--- config.mk ---
export PLATFORM = sky130hd
export DESIGN_NAME = btn_debounce_bank
export DESIGN_NICKNAME = d
export VERILOG_FILES = /design/src/rtl/btn_debounce_bank_pkg.sv /design/src/rtl/debounce_channel.sv /design/src/rtl/btn_debounce_bank.sv
export SDC_FILE = /design/constraint.sdc
export NUM_CORES = 1
export LEC_CHECK = 0
export BUFFER_PORTS_ARGS = -buffer_cell sky130_fd_sc_hd__buf_2
export CAP_MARGIN = 20
export CORE_ASPECT_RATIO = 1.25
export CORE_UTILIZATION = 45
export CTS_CLUSTER_DIAMETER = 200
export DETAILED_ROUTE_END_ITERATION = 10
export PLACE_DENSITY = 0.72
export SETUP_SLACK_MARGIN = 0.5
export SYNTH_ARGS = -nofsm -noshare
export SYNTH_HDL_FRONTEND = slang
export SYNTH_HIERARCHICAL = 1
export SYNTH_SLANG_ARGS = --single-unit
--- constraint.sdc ---
create_clock -name clk_100mhz -period 1.5 [get_ports clk_100mhz]
set_input_delay 0.15 -clock clk_100mhz [delete_from_list [all_inputs] [get_ports clk_100mhz]]
set_output_delay 0.15 -clock clk_100mhz [all_outputs]
set_load 0.1 [all_outputs]
--- src/rtl/btn_debounce_bank_pkg.sv ---
// Shared defaults and types for the push-button conditioner bank.
// Button index macros give the board buttons stable channel numbers.
`ifndef BTN_DEBOUNCE_BANK_PKG_SV
`define BTN_DEBOUNCE_BANK_PKG_SV

`define BTN_UP     0
`define BTN_DOWN   1
`define BTN_LEFT   2
`define BTN_RIGHT  3
`define BTN_CENTRE 4

package btn_debounce_bank_pkg;

    localparam int DEBOUNCE_DIV_BITS = 17;
    localparam int DEBOUNCE_STABLE   = 3;
    localparam int DEBOUNCE_HOLD     = 382;
    localparam int DEBOUNCE_REPEAT   = 76;

    typedef enum logic [2:0] {
        BTN_IDX_UP     = 3'd0,
        BTN_IDX_DOWN   = 3'd1,
        BTN_IDX_LEFT   = 3'd2,
        BTN_IDX_RIGHT  = 3'd3,
        BTN_IDX_CENTRE = 3'd4
    } btn_idx_e;

    // Per-channel conditioned outputs; strobes are single-cycle.
    typedef struct packed {
        logic rpt;
        logic rel;
        logic press;
        logic level;
    } btn_evt_t;

endpackage

`endif

--- src/rtl/debounce_channel.sv ---
// One button: 2-flop sync, tick-sampled stability filter, press/release/repeat strobes.
// Latency 2 clocks + STABLE_CNT ticks; no backpressure, strobes are fire-and-forget.
module debounce_channel
    import btn_debounce_bank_pkg::*;
#(
    parameter int STABLE_CNT   = DEBOUNCE_STABLE,
    parameter int HOLD_TICKS   = DEBOUNCE_HOLD,
    parameter int REPEAT_TICKS = DEBOUNCE_REPEAT,
    parameter int CNT_W        = 9
) (
    input  logic     clk_100mhz,
    input  logic     rst,
    input  logic     btn_in,
    input  logic     sample_tick,
    output btn_evt_t evt
);

    localparam int SC_W = (STABLE_CNT > 1) ? $clog2(STABLE_CNT) : 1;

    logic            sync_meta;
    logic            sync;
    logic            level_q;
    logic            press_q;
    logic            rel_q;
    logic            rpt_q;
    logic [SC_W-1:0] stable_cnt;
    logic            flip;

    assign flip = sample_tick && (sync != level_q) && (stable_cnt == SC_W'(STABLE_CNT - 1));

    always_ff @(posedge clk_100mhz) begin
        if (rst) begin
            sync_meta  <= 1'b0;
            sync       <= 1'b0;
            level_q    <= 1'b0;
            press_q    <= 1'b0;
            rel_q      <= 1'b0;
            stable_cnt <= '0;
        end else begin
            sync_meta <= btn_in;
            sync      <= sync_meta;
            press_q   <= 1'b0;
            rel_q     <= 1'b0;
            if (sample_tick) begin
                if (sync == level_q) begin
                    stable_cnt <= '0;
                end else if (flip) begin
                    level_q    <= sync;
                    stable_cnt <= '0;
                    press_q    <= sync;
                    rel_q      <= ~sync;
                end else begin
                    stable_cnt <= stable_cnt + SC_W'(1);
                end
            end
        end
    end

    generate
        if (REPEAT_TICKS > 0) begin : g_repeat
            logic [CNT_W-1:0] hold_cnt;

            // The flip tick is either the press edge or the release edge; both clear the hold count.
            always_ff @(posedge clk_100mhz) begin
                if (rst) begin
                    hold_cnt <= '0;
                    rpt_q    <= 1'b0;
                end else begin
                    rpt_q <= 1'b0;
                    if (!level_q || flip) begin
                        hold_cnt <= '0;
                    end else if (sample_tick) begin
                        if (hold_cnt == CNT_W'(HOLD_TICKS - 1)) begin
                            rpt_q    <= 1'b1;
                            hold_cnt <= CNT_W'(HOLD_TICKS - REPEAT_TICKS);
                        end else begin
                            hold_cnt <= hold_cnt + CNT_W'(1);
                        end
                    end
                end
            end
        end else begin : g_no_repeat
            assign rpt_q = 1'b0;
        end
    endgenerate

    assign evt.level = level_q;
    assign evt.press = press_q;
    assign evt.rel   = rel_q;
    assign evt.rpt   = rpt_q;

endmodule

--- src/rtl/btn_debounce_bank.sv ---
// Bank of N_BTN debounce channels sharing one power-of-two sample-tick divider.
// Latency 2 clocks + STABLE_CNT ticks per channel; no backpressure, outputs are strobes/levels.
module btn_debounce_bank
    import btn_debounce_bank_pkg::*;
#(
    parameter int N_BTN        = 5,
    parameter int DIV_BITS     = DEBOUNCE_DIV_BITS,
    parameter int STABLE_CNT   = DEBOUNCE_STABLE,
    parameter int HOLD_TICKS   = DEBOUNCE_HOLD,
    parameter int REPEAT_TICKS = DEBOUNCE_REPEAT,
    parameter int CNT_W        = 9
) (
    input  logic             clk_100mhz,
    input  logic             rst,
    input  logic [N_BTN-1:0] btn_in,
    output logic [N_BTN-1:0] btn_level,
    output logic [N_BTN-1:0] btn_press,
    output logic [N_BTN-1:0] btn_release,
    output logic [N_BTN-1:0] btn_repeat,
    output logic             sample_tick
);

    logic [DIV_BITS-1:0] div_cnt;
    logic                tick_q;

    // Tick registers the zero state of the divider, so it lands one clock after reset release.
    always_ff @(posedge clk_100mhz) begin
        if (rst) begin
            div_cnt <= '0;
            tick_q  <= 1'b0;
        end else begin
            div_cnt <= div_cnt + DIV_BITS'(1);
            tick_q  <= (div_cnt == '0);
        end
    end

    assign sample_tick = tick_q;

    generate
        for (genvar i = 0; i < N_BTN; i++) begin : g_ch
            btn_evt_t evt;

            debounce_channel #(
                .STABLE_CNT   (STABLE_CNT),
                .HOLD_TICKS   (HOLD_TICKS),
                .REPEAT_TICKS (REPEAT_TICKS),
                .CNT_W        (CNT_W)
            ) u_ch (
                .clk_100mhz  (clk_100mhz),
                .rst         (rst),
                .btn_in      (btn_in[i]),
                .sample_tick (tick_q),
                .evt         (evt)
            );

            assign btn_level[i]   = evt.level;
            assign btn_press[i]   = evt.press;
            assign btn_release[i] = evt.rel;
            assign btn_repeat[i]  = evt.rpt;
        end
    endgenerate

endmodule

==> results.tsv <==
metric	value	unit
crit path cell chain	buf_6, buf_6, nand4_1, buf_4, or3_4, a21oi_2	
final worst slack	-0.0240	ns
top-area cell type share of the netlist area	44.6	%
initial antenna violation count	0	
CTS Sinks	103	
Primary FF master, synth	dfxtp_1	
Final period util	102	%
Data required, critical path	1.79	ns
worst-path fanout max	6	
Worst setup EP type	register	
Net Count, Synth	514	
vias per inst	6.02	
I/O pins	28	
top-count cell post-synth	dfxtp_1	
final setup fails	4	
Die ar.	0.0107	sq mm
cell area power density	804	mW/mm^2
DR vias	4477	
Area Overhead vs Synth	58.7	%
first-pass GRT wire length	20300	um
r2r worst-path depth	6	
Clock Latency Late Sink	0.35	ns
fillers	589	
CP peak stage delay	0.43	ns
Post-Place Cell Area	0.00510	sq mm
most frequent cells after synthesis	103 x dfxtp_1, 35 x nand4_1, 28 x nor2_1	
Worst R2R Start	sample_tick$_SDFF_PP0_	
Worst path top cell family by delay	simple AND/OR/NAND/NOR gates	
final core occ	73.0	%
HPWL after DPL	6150	um
Nets	629	
post-synthesis sequential area ratio	44.6	%
Setup crit end	g_ch[2].u_ch/g_repeat.hold_cnt[8]$_SDFFE_PP0P_	
CTS max path bufs	2	
Ant. Diodes	0	
I/O Buffers	27	
GPL Wtd Cong	0.819	
Die W	92.7	um
layout cells sized above 1	55.0	%
final slew viol count	0	
GRT Util Overall	24.2	%
Distinct cells, synth	35	
CTS Buf Count	9	
Post-Syn Instances	495	
syn_area_per_cell	9.35	sq um
Die Ht	115	um
critical path class	reg -> reg	
maxcap violations	0	
CP arrival	1.81	ns
CTS root buf	clkbuf_16	
Antenna Nets Post-Route	0	
reg-to-reg critical path endpoint	g_ch[2].u_ch/g_repeat.hold_cnt[8]$_SDFFE_PP0P_	
yosys warns	6	
min Tclk post-route	1.52	ns
Worst Tran Pin Value	0.454	ns
fmax	0.656	GHz
final instance area	0.00734	sq mm
drt drc	0	
CORE AREA	0.0101	sq mm
Synth async-reset ratio	0	%
DRT Pass-1 Iters	4	
CTS tree	built	
critical path's slowest cell	dfxtp_4	
WL final	15700	um
stages on the worst setup path	6	
top cells by area, synth	dfxtp_1 45%, nand4_1 4.7%, xor2_1 4.2%	
Worst Hold Class	in -> reg	
GR Overflow Total	0	
number of global-route vias before repair	4320	
CP bufs+invs	3	
Relative slew margins	69.7	%
H-tree level count	3	
Initial Util	46.0	%
kind of start point of the critical path	register	
Crit path top cell by count	buf_6	
critical path startpoint	sample_tick$_SDFF_PP0_	
clock slew at reported path FFs	0.08	ns
Pleak	0.00256	uW
wire length per cell	21.1	um
RSZ-0062 raised after global routing	yes	
synthesized flop and latch total	103	
row count	41	
post-synthesis cell area	0.00463	sq mm
Worst Skew	0.0126	ns
flop-to-flop setup slack	-0.02	ns
status	finished, violations left	
drt initial violations	273	
EDFF count, synth	0	
failing checks	negative setup slack	
largest net degree at the start of global routing	19	
dominant cell type by area after synthesis	dfxtp_1	
VDD IR-drop max	0.461	mV
Hold Slack	0.00728	ns
final hold viol count	0	
CTS Hold Bufs	0	
[logic make-up after synthesis]
family / count (synthesis) / share of synthesized area [%]
DFF: 103 / 44.6
and+or+nand+nor: 225 / 29.7
AOI/OAI and AO/OA: 69 / 9.49
xor gates and xnor gates: 37 / 7.00
adders and majority gates: 12 / 3.24
buffers and inverters: 48 / 5.81
muxes: 1 / 0.243
[worst min path at each step]
stage | start | end | slack [ns] | cells past startpoint
5_1_grt | btn_in[0] | g_ch[0].u_ch/sync_meta$_SDFF_PP0_ | 0.02 | 2
3_5_place_dp | btn_in[0] | g_ch[0].u_ch/sync_meta$_SDFF_PP0_ | 0.38 | 2
4_1_cts | btn_in[0] | g_ch[0].u_ch/sync_meta$_SDFF_PP0_ | 0.02 | 2
3_3_place_gp | btn_in[2] | g_ch[2].u_ch/sync_meta$_SDFF_PP0_ | 0.38 | 2
6_report | btn_in[0] | g_ch[0].u_ch/sync_meta$_SDFF_PP0_ | 0.007 | 2
2_1_floorplan | rst | g_ch[0].u_ch/stable_cnt[0]$_SDFFE_PP0P_ | 0.22 | 1
[through the flow]
stage | setup slack (ns) | power (uW) | setup TNS, ns | cells
final | -0.0240 | 5900 | -0.0426 | 744
after global routing | -0.0491 | 6100 | -0.241 | 744
after floorplan | 0.0121 | 3020 | 0 | 495
after detailed placement | 0.0286 | 3130 | 0 | 647
after global placement | 0.0721 | 3120 | 0 | 647
after CTS | 0.0684 | 5690 | 0 | 722
[cell type report]
| cell class | count | area, sq um | area share, % |
|---|---|---|---|
| Clock buffer | 11 | 243 | 3.31 |
| Clock inverter | 5 | 81.3 | 1.11 |
| Inverter | 15 | 63.8 | 0.869 |
| Multi-Input combinational cell | 344 | 3090 | 42.1 |
| Sequential cell | 103 | 2170 | 29.6 |
| Tap cell | 129 | 161 | 2.20 |
| Timing Repair Buffer | 137 | 1530 | 20.8 |
[per-layer routing]
| layer | wire length, um | track usage, % | vias to the layer above |
|---|---|---|---|
| met5 | 0 | 0 | - |
| met4 | 722 | 14.8 | 0 |
| met3 | 691 | 4.96 | 72 |
| met2 | 8450 | 44.4 | 198 |
| met1 | 5810 | 25.3 | 2202 |
| li1 | - | - | 2005 |
[timing repair]
item | CTS | global route
pin swaps | 50 | 54
buffers inserted | 57 | 21
gates cloned | 2 | 1
resized for setup | 204 | 121
endpoints found under the setup margin | 108 | 111
[report_power, final]
group	switching, uW	internal (uW)
combinational	264	307
clock	1050	1510
sequential	39.9	2730
total	1360	4540
[state kept, by name, indices dropped and copies added, names as in the netlist]
| signal | cells |
|---|---|
| sample_tick | 1 |
| div_cnt | 17 |
| g_ch.u_ch/g_repeat.hold_cnt | 45 |
| g_ch.u_ch/rpt_q | 5 |
| g_ch.u_ch/rel_q | 5 |
| g_ch.u_ch/level_q | 5 |
| g_ch.u_ch/press_q | 5 |
| g_ch.u_ch/sync | 5 |
| g_ch.u_ch/sync_meta | 5 |
| g_ch.u_ch/stable_cnt | 10 |
[cells in the final DEF (no fill, tap or decap), drive strengths merged]
| cell type | n |
|---|---|
| nand2b | 10 |
| and4 | 5 |
| a21oi | 27 |
| clkbuf | 11 |
| nand3 | 16 |
| nand4b | 5 |
| o41ai | 5 |
| nand4bb | 5 |
| xnor2 | 15 |
| ha | 12 |
| dfxtp | 103 |
| nor4 | 11 |
| mux2 | 1 |
| nand2 | 24 |
| xor2 | 22 |
| clkinv | 2 |
| nor3 | 20 |
| nand4 | 36 |
| a31oi | 5 |
| inv | 15 |
| bufinv | 2 |
| a211oi | 10 |
| nor2 | 28 |
| nand3b | 5 |
| or4 | 5 |
| and3 | 5 |
| clkinvlp | 1 |
| nor2b | 27 |
| and4b | 5 |
| buf | 137 |
| o21ai | 22 |
| nor4b | 1 |
| or3 | 17 |
(Power assumes the default switching activity.)
